==> src/rtl/t03_player_action_fsm.sv <==
// Multi-player attack/block/cooldown action FSM with edge-detected active-low buttons.
// One independent channel per player; everything except the stun pulse advances only on tick.

module t03_player_chan #(
   parameter int CNT_W      = 26,
   parameter int ATK_LEN    = 6718863,
   parameter int ATK_ACTIVE = 5039147,
   parameter int BLK_MAX    = 3359432,
   parameter int CD_LEN     = 1000
) (
   input  logic       clk,
   input  logic       rst,
   input  logic       tick,
   input  logic       btn_atk_n,
   input  logic       btn_blk_n,
   input  logic       hit_in,
   output logic [1:0] state,
   output logic       attack_live,
   output logic       block_live,
   output logic       resting,
   output logic       stunned
);
   typedef enum logic [1:0] {
      S_IDLE = 2'b00,
      S_ATK  = 2'b01,
      S_BLK  = 2'b10,
      S_CD   = 2'b11
   } state_t;

   localparam logic [CNT_W-1:0] ATK_LAST = CNT_W'(ATK_LEN - 1);
   localparam logic [CNT_W-1:0] ATK_ACT  = CNT_W'(ATK_ACTIVE);
   localparam logic [CNT_W-1:0] BLK_LAST = CNT_W'(BLK_MAX - 1);
   localparam logic [CNT_W-1:0] CD_LAST  = CNT_W'(CD_LEN - 1);
   localparam logic [CNT_W-1:0] ONE      = CNT_W'(1);

   state_t           state_q, state_d;
   logic [CNT_W-1:0] cnt_q, cnt_d;
   logic             atk_prev_q, blk_prev_q;
   logic             stun_q, stun_d;
   logic             atk_edge, blk_edge;

   always_ff @(posedge clk or posedge rst) begin
      if (rst) begin
         state_q    <= S_IDLE;
         cnt_q      <= '0;
         atk_prev_q <= 1'b1;
         blk_prev_q <= 1'b1;
         stun_q     <= 1'b0;
      end else begin
         if (tick) begin
            state_q    <= state_d;
            cnt_q      <= cnt_d;
            atk_prev_q <= btn_atk_n;
            blk_prev_q <= btn_blk_n;
         end
         stun_q <= stun_d;
      end
   end

   assign atk_edge    = atk_prev_q & ~btn_atk_n;
   assign blk_edge    = blk_prev_q & ~btn_blk_n;
   // Block is live from the registered button so the output never glitches with raw input.
   assign attack_live = (state_q == S_ATK) && (cnt_q < ATK_ACT);
   assign block_live  = (state_q == S_BLK) && !blk_prev_q;
   assign resting     = ~(attack_live | block_live);
   assign state       = state_q;
   assign stunned     = stun_q;

   always_comb begin
      state_d = state_q;
      cnt_d   = cnt_q;
      stun_d  = 1'b0;
      if (tick) begin
         if (hit_in && !block_live) begin
            state_d = S_CD;
            cnt_d   = '0;
            stun_d  = 1'b1;
         end else begin
            case (state_q)
               S_IDLE: begin
                  if (atk_edge) begin
                     state_d = S_ATK;
                     cnt_d   = '0;
                  end else if (blk_edge) begin
                     state_d = S_BLK;
                     cnt_d   = '0;
                  end
               end
               S_ATK: begin
                  if (cnt_q == ATK_LAST) begin
                     state_d = S_CD;
                     cnt_d   = '0;
                  end else begin
                     cnt_d = cnt_q + ONE;
                  end
               end
               S_BLK: begin
                  if (btn_blk_n || cnt_q == BLK_LAST) begin
                     state_d = S_CD;
                     cnt_d   = '0;
                  end else begin
                     cnt_d = cnt_q + ONE;
                  end
               end
               S_CD: begin
                  if (cnt_q == CD_LAST) begin
                     state_d = S_IDLE;
                     cnt_d   = '0;
                  end else begin
                     cnt_d = cnt_q + ONE;
                  end
               end
               default: begin
                  state_d = S_IDLE;
                  cnt_d   = '0;
               end
            endcase
         end
      end
   end
endmodule

module t03_player_action_fsm #(
   parameter int NUM_PLAYERS = 2,
   parameter int CNT_W       = 26,
   parameter int ATK_LEN     = 6718863,
   parameter int ATK_ACTIVE  = 5039147,
   parameter int BLK_MAX     = 3359432,
   parameter int CD_LEN      = 1000
) (
   input  logic                     clk,
   input  logic                     rst,
   input  logic                     tick,
   input  logic [NUM_PLAYERS-1:0]   btn_atk_n,
   input  logic [NUM_PLAYERS-1:0]   btn_blk_n,
   input  logic [NUM_PLAYERS-1:0]   hit_in,
   output logic [2*NUM_PLAYERS-1:0] player_state,
   output logic [NUM_PLAYERS-1:0]   attack_live,
   output logic [NUM_PLAYERS-1:0]   block_live,
   output logic [NUM_PLAYERS-1:0]   resting,
   output logic [NUM_PLAYERS-1:0]   stunned
);
   for (genvar p = 0; p < NUM_PLAYERS; p++) begin : g_player
      t03_player_chan #(
         .CNT_W(CNT_W), .ATK_LEN(ATK_LEN), .ATK_ACTIVE(ATK_ACTIVE),
         .BLK_MAX(BLK_MAX), .CD_LEN(CD_LEN)
      ) u_chan (
         .clk         (clk),
         .rst         (rst),
         .tick        (tick),
         .btn_atk_n   (btn_atk_n[p]),
         .btn_blk_n   (btn_blk_n[p]),
         .hit_in      (hit_in[p]),
         .state       (player_state[2*p +: 2]),
         .attack_live (attack_live[p]),
         .block_live  (block_live[p]),
         .resting     (resting[p]),
         .stunned     (stunned[p])
      );
   end
endmodule

==> config.mk <==
export PLATFORM = sky130hd
export DESIGN_NAME = t03_player_action_fsm
export DESIGN_NICKNAME = d
export VERILOG_FILES = /design/src/rtl/t03_player_action_fsm.sv
export SDC_FILE = /design/constraint.sdc
export NUM_CORES = 1
export LEC_CHECK = 0
export BUFFER_PORTS_ARGS = -buffer_cell sky130_fd_sc_hd__buf_2
export CAP_MARGIN = 10
export CORE_MARGIN = 2
export CORE_UTILIZATION = 50
export CTS_CLUSTER_SIZE = 25
export DETAILED_ROUTE_END_ITERATION = 10
export PLACE_DENSITY = 0.67
export SETUP_SLACK_MARGIN = 0.3
export SLEW_MARGIN = 10
export SYNTH_ARGS = -nofsm -noshare
export SYNTH_HDL_FRONTEND = slang
export SYNTH_SLANG_ARGS = --single-unit
==> constraint.sdc <==
create_clock -name clk -period 3.3 [get_ports clk]
set_clock_uncertainty 0.2 [all_clocks]
set_input_delay 0 -clock clk [delete_from_list [all_inputs] [get_ports clk]]
set_output_delay 0 -clock clk [all_outputs]
set_load 0.01 [all_outputs]
---- After elaboration in Yosys (flattened, before gate mapping) ----
Index checks and enable logic that the tools add are counted.
storage, ports and cells
  bits in registers ....................... 62
  bits of input ports ..................... 9
  output and inout bits ................... 12
  logic and storage cells ................. 96
operators by class
  $add $sub $neg .......................... 2
  magnitude comparators ................... 2
  equality and inequality tests ........... 20
  multiplexer cells ....................... 32
  bitwise logic cells ..................... 12
  reductions and logical operators ........ 18
operator list
  operator                                                                        count
  26-bit two-way mux                                                              12
  26-bit one-hot mux with 4 select lines                                          2
  26-bit by 1-bit adder with 26-bit output, second input constant                 2
  26-bit by 10-bit == test with 1-bit output, second input constant               2
  26-bit by 22-bit == test with 1-bit output, second input constant               2
  26-bit by 23-bit == test with 1-bit output, second input constant               2
  26-bit by 23-bit less-than comparator with 1-bit output, second input constant  2
  2-bit two-way mux                                                               12
  2-bit one-hot mux with 4 select lines                                           2
  3-bit inequality test, second input constant                                    4
  5-bit AND reduction                                                             2
  2-bit == test, second input constant                                            4
  4-bit by 1-bit inequality test with 1-bit output, second input constant         2
  1-bit logical AND                                                               6
  3-bit by 1-bit inequality test with 1-bit output, second input constant         2
  1-bit NOT                                                                       6
  1-bit AND                                                                       4
  2-bit by 1-bit == test with 1-bit output, second input constant                 2
  1-bit zero test                                                                 4
  2-bit zero test                                                                 2
  1-bit two-way mux                                                               4
  2-bit AND reduction                                                             2
  1-bit logical OR                                                                2
  1-bit bitwise OR                                                                2

---- Logic depth before layout (Yosys ltp) ----
  word-level depth ........................ 6
  mapped depth ............................ 11
  gate-level depth less buffers ........... 8

---- Hierarchy ----
Synthesis repeated with hierarchy kept, for this count alone.
unflattened totals
  cell total of the unflattened synthesis .. 470
  area total of the unflattened synthesis .. 4120.2 µm²
by module, submodules not included
  module                                 times used  cells an instance  area each (µm²)  seq. area each (µm²)
  t03_player_chan at g_player[0].u_chan  1           238                2072.0           778.2
  t03_player_chan at g_player[1].u_chan  1           232                2048.2           778.2

---- Least setup slack after synthesis ----
Ideal clock, no wire load.
  kind .................................... register to register
  start point ............................. register g_player[1].u_chan.cnt_q[15]
  end point ............................... register g_player[1].u_chan.cnt_q[6]
  library setup time ...................... 121 ps
  arrival time ............................ 2295 ps
  required time ........................... 2979 ps
  slack ................................... 684 ps
  stages on the path, launching flop included .. 8
  buffers on the path ..................... 1
  cells stage by stage .................... dfrtp_1 -> or3_1 -> or4_1 -> o41ai_1 -> a311o_2 -> buf_6 -> o21ai_1 -> a22o_1
between the ends
  cells in the longest elaborated chain, start to end .. 5
  elaborated cells on any way between the ends .. 9
ends and longest elaborated chain
  element                                     RTL line  text
  start: declaration                          37        logic [CNT_W-1:0] cnt_q, cnt_d;
  start signal: assignment                    52        cnt_q <= cnt_d;
  26-bit by 22-bit == test with 1-bit output  98        if (btn_blk_n || cnt_q == BLK_LAST) begin
  1-bit logical OR                            98
  26-bit two-way mux                          98
  26-bit one-hot mux with 4 select lines *    79        case (state_q)
  26-bit two-way mux *                        74        if (hit_in && !block_live) begin
Every way passes the cells marked *; elsewhere a longest branch is shown, timed or not.
A chain may end at the register's enable or synchronous reset.

---- Worst setup path in the final report ----
  start point ............................. register g_player[1].u_chan.cnt_q[18]
  end point ............................... register g_player[1].u_chan.cnt_q[12]
Same word-level chain as after synthesis.

==> impl_metrics.ini <==
[critical_path]
crit_fanout = 6
r2r_slack_ps = 430
timing.rr.start = g_player[1].u_chan.cnt_q[18]
crit_type = flip-flop to flip-flop
reg2reg_depth = 7
critical_path_arrival_ps = 2880
cp-start-kind = flip-flop
crit_slowest_cell = or4_1
worstPathRequired_ps = 3320
endpoint_kind = flip-flop
r2r-end = g_player[1].u_chan.cnt_q[12]
cp_slowest_stage_delay_ps = 580
cp_cell_sequence = or3_1, or4_1, o41ai_4, a311o_2, buf_4, nand2b_1, o31ai_1

[grt]
grtUsageMet2_pct = 37.0
grt_first_pass_wirelength_um = 15700
use_met3_pct = 3.66
grt-ovfl-total = 0
grt_max_degree = 42
track_usage_pct = 22.7
grt_use_met1_pct = 30.9
gr-max-usage-layer = met2
grt_pass1_vias = 3234
antenna_found_initial = 0

[synthesis]
synth_flop_cell = dfrtp_1
synth_fp_nets = 477
ys.warnings.count = 0
async_reset_ff_share_pct = 100
syn_avg_cell_area_um2 = 8.67
seq_area_frac_synth_pct = 39.4
yosys.cell_types.count = 56
synth-seq-cells = 62
synthesis.area_um2 = 3960
synthCells = 456
synth_edf_count = 0
synth.largest_area_cell = dfrtp_1
synth_top_area_share_pct = 36.7
synth.area.top_cells = dfrtp_1 37%, nor2_1 6.0%, nand2_1 4.4%

[die]
die_area_um2 = 8640
initial_core_util_pct = 51.4
die_w_um = 92.9
die_h_um = 92.9
rows = 32
core_um2 = 7690
io_pins = 21

[sta]
slew_violations = 0
worstMarginPinSlew_ps = 880
finalSetupViolCount = 0
timing.final.crit_share_pct = 86.9
max_freq_mhz = 349
slew_headroom_pct = 41.2
final.setup.tns_ps = 0
hold_viol_final = 0
rsz0062_at_grt = no
fin_crit_ps = 2870
setup_ws_ps = 433

[clock_tree]
h-tree-depth = 3
clk_pin_slew_worst_paths_ps = 70
cts_tree = built
ctsRootBufferMaster = clkbuf_8
cts_buffer_depth = 2
clk_latency_ps = 350
clock_sinks = 62
cts_buffers = 9

[route]
drtPass1Iterations = 5
routed_via_density = 5.87
drt_iter0_drc = 193
routed_wl_um = 9610
wire_per_inst_um = 16.3
drc_errors = 0
num_vias = 3471
ant_nets = 0

[power_and_ir_drop]
p_leak_nw = 1.94
swShare_pct = 33.5
powerDensity_nw_per_um2 = 474
p_int_mw = 1.42
ir_drop_mv = 0.201
pwr-share-clk_pct = 31.5
seqPwrFrac_pct = 41.2
p_comb_share_pct = 27.2
p_sw_uw = 714

[hold_path]
min_to = g_player[0].u_chan.stunned
hold_class = input pin to flip-flop
min_from = tick
whs_path_depth = 2

[place]
dp_hpwl_um = 6530
place_inst = 557
gp_congestion = 0.889
dp_slack_ps = 282
port_buffers = 20

[flow_run]
max-cap-violations = 0

[final_layout]
nFillCells = 699
drive_above_1_share_pct = 13.7
diodes = 0
area_growth_pct = 13.6
instances_no_fill = 591
final_net_count = 505

[run_status]
status = complete, no violations
[how the worst max path moves through the flow]
stage                                  from                      endpoint  slack, ps  depth (start not counted)
2_1_floorplan  g_player[1].u_chan.cnt_q[15]   g_player[1].u_chan.cnt_q[6]        680                          7
3_3_place_gp   g_player[1].u_chan.cnt_q[18]  g_player[1].u_chan.cnt_q[17]        410                          6
3_5_place_dp   g_player[1].u_chan.cnt_q[18]  g_player[1].u_chan.cnt_q[23]        280                          6
4_1_cts         g_player[0].u_chan.cnt_q[1]   g_player[0].u_chan.cnt_q[0]        350                          7
5_1_grt         g_player[1].u_chan.cnt_q[0]   g_player[1].u_chan.cnt_q[0]        300                          9
6_report       g_player[1].u_chan.cnt_q[18]  g_player[1].u_chan.cnt_q[12]        430                          7
[registers in the layout (all words and copies together), names as in the netlist]
register                    count
g_player.u_chan.stunned         2
g_player.u_chan.atk_prev_q      2
g_player.u_chan.state           4
g_player.u_chan.blk_prev_q      2
g_player.u_chan.cnt_q          52
[kinds of logic (layout without fill, tap and decap cells)]
family | count (synthesis) | count (layout) | synth area share, %
buf+inv | 45 | 77 | 5.47
simple gates | 227 | 227 | 29.1
xor+xnor | 27 | 27 | 5.98
mux | 7 | 7 | 1.90
compound gates | 76 | 77 | 14.4
flops | 62 | 62 | 39.4
fa+ha+maj | 12 | 12 | 3.80
[area by class of cell]
class / instances / area (um2) / area share, %
clock inverters: 7 / 73.8 / 1.64
repair buffers: 42 / 298 / 6.63
flip-flops and latches: 62 / 1560 / 34.6
well taps: 102 / 128 / 2.84
multi-input cells: 350 / 2240 / 49.9
inverters: 19 / 71.3 / 1.59
clock buffers: 9 / 124 / 2.76
[critical path, delay by kind of cell, from the launching register on]
| kind | cells | cell delay (ps) |
|---|---|---|
| buffers and inverters | 1 | 150 |
| DFF | 1 | 440 |
| AOI/OAI and AO/OA | 3 | 860 |
| and+or+nand+nor | 3 | 1090 |
[cell usage after synthesis, types with 2 or more instances]
cell type / count
inv_1: 19
nand3_1: 13
a2bb2oi_2: 2
nor2b_1: 15
and4_1: 3
xor2_1: 14
a211oi_1: 2
clkbuf_1: 14
o211ai_1: 2
or3_1: 4
and3_1: 10
nor4_1: 9
o211a_1: 2
dfstp_2: 4
nor3_1: 19
a21oi_1: 9
o21ai_1: 3
nor3b_1: 3
nand2_1: 46
a22o_1: 15
xnor2_1: 13
o31a_1: 2
nor4b_1: 4
o31ai_1: 4
o41ai_1: 3
buf_6: 2
dfrtp_1: 58
nand2b_1: 5
nand4b_1: 3
nor2_1: 63
a211o_1: 2
and2_1: 2
mux2_2: 4
a21o_1: 3
o21a_1: 2
or4_1: 2
buf_4: 8
mux2i_1: 3
or4b_2: 2
o21ai_0: 17
nand4_1: 20
ha_1: 12
[placed cells by master (no fill, tap or decap), types with 4 or more instances in the layout]
| cell type | synthesis | layout |
|---|---|---|
| nand3_1 | 13 | 13 |
| xor2_1 | 14 | 14 |
| a21oi_1 | 9 | 9 |
| xnor2_1 | 13 | 13 |
| nand4_1 | 20 | 20 |
| a22o_1 | 15 | 15 |
| buf_2 | 1 | 20 |
| nor3_1 | 19 | 19 |
| nand2b_1 | 5 | 5 |
| ha_1 | 12 | 12 |
| dlygate4sd3_1 | 0 | 13 |
| and3_1 | 10 | 10 |
| nor2_1 | 63 | 63 |
| or3_1 | 4 | 4 |
| nand2_1 | 46 | 46 |
| o31ai_1 | 4 | 4 |
| dfstp_2 | 4 | 4 |
| inv_1 | 19 | 18 |
| clkbuf_8 | 0 | 9 |
| buf_4 | 8 | 9 |
| mux2_2 | 4 | 4 |
| o21ai_0 | 17 | 17 |
| nor2b_1 | 15 | 15 |
| dfrtp_1 | 58 | 58 |
| nor4_1 | 9 | 9 |
[per-layer routing]
layer	vias up	share of wire [%]	routed length, um
met4	0	1.3	126
met5	-	0	0
li1	1680	-	-
met3	15	5.9	566
met1	1645	45	4350
met2	131	48	4570
[metrics by stage]
step           utilization, %  total power, mW  hold WS [ps]  instance area, um2
5_1_grt                  58.5             2.25          33.2                4490
2_1_floorplan               -             1.28         -85.6                3960
3_3_place_gp             53.0             1.38          29.0                4080
6_report                 58.5             2.13          13.7                4490
3_5_place_dp             53.0             1.39          42.1                4080
4_1_cts                  57.7             2.11         0.178                4430
[timing repair]
item                                    4_1_cts  5_1_grt
buffers inserted                              4        0
hold buffers                                 13        0
endpoints found under the setup margin       11       46
gates cloned                                  0        1
pin swaps                                     1        1
resized for setup                             0        6
endpoints found under the hold margin        46        0
[power by group through the flow]
stage / Clock, mW / Sequential (mW) / Combinational, mW
after floorplan: 0 / 0.881 / 0.398
after global placement: 0 / 0.889 / 0.488
after detailed placement: 0 / 0.892 / 0.496
after CTS: 0.692 / 0.878 / 0.542
after global routing: 0.726 / 0.890 / 0.637
final: 0.671 / 0.878 / 0.580
Note: power is estimated with default switching activity, not from simulation.
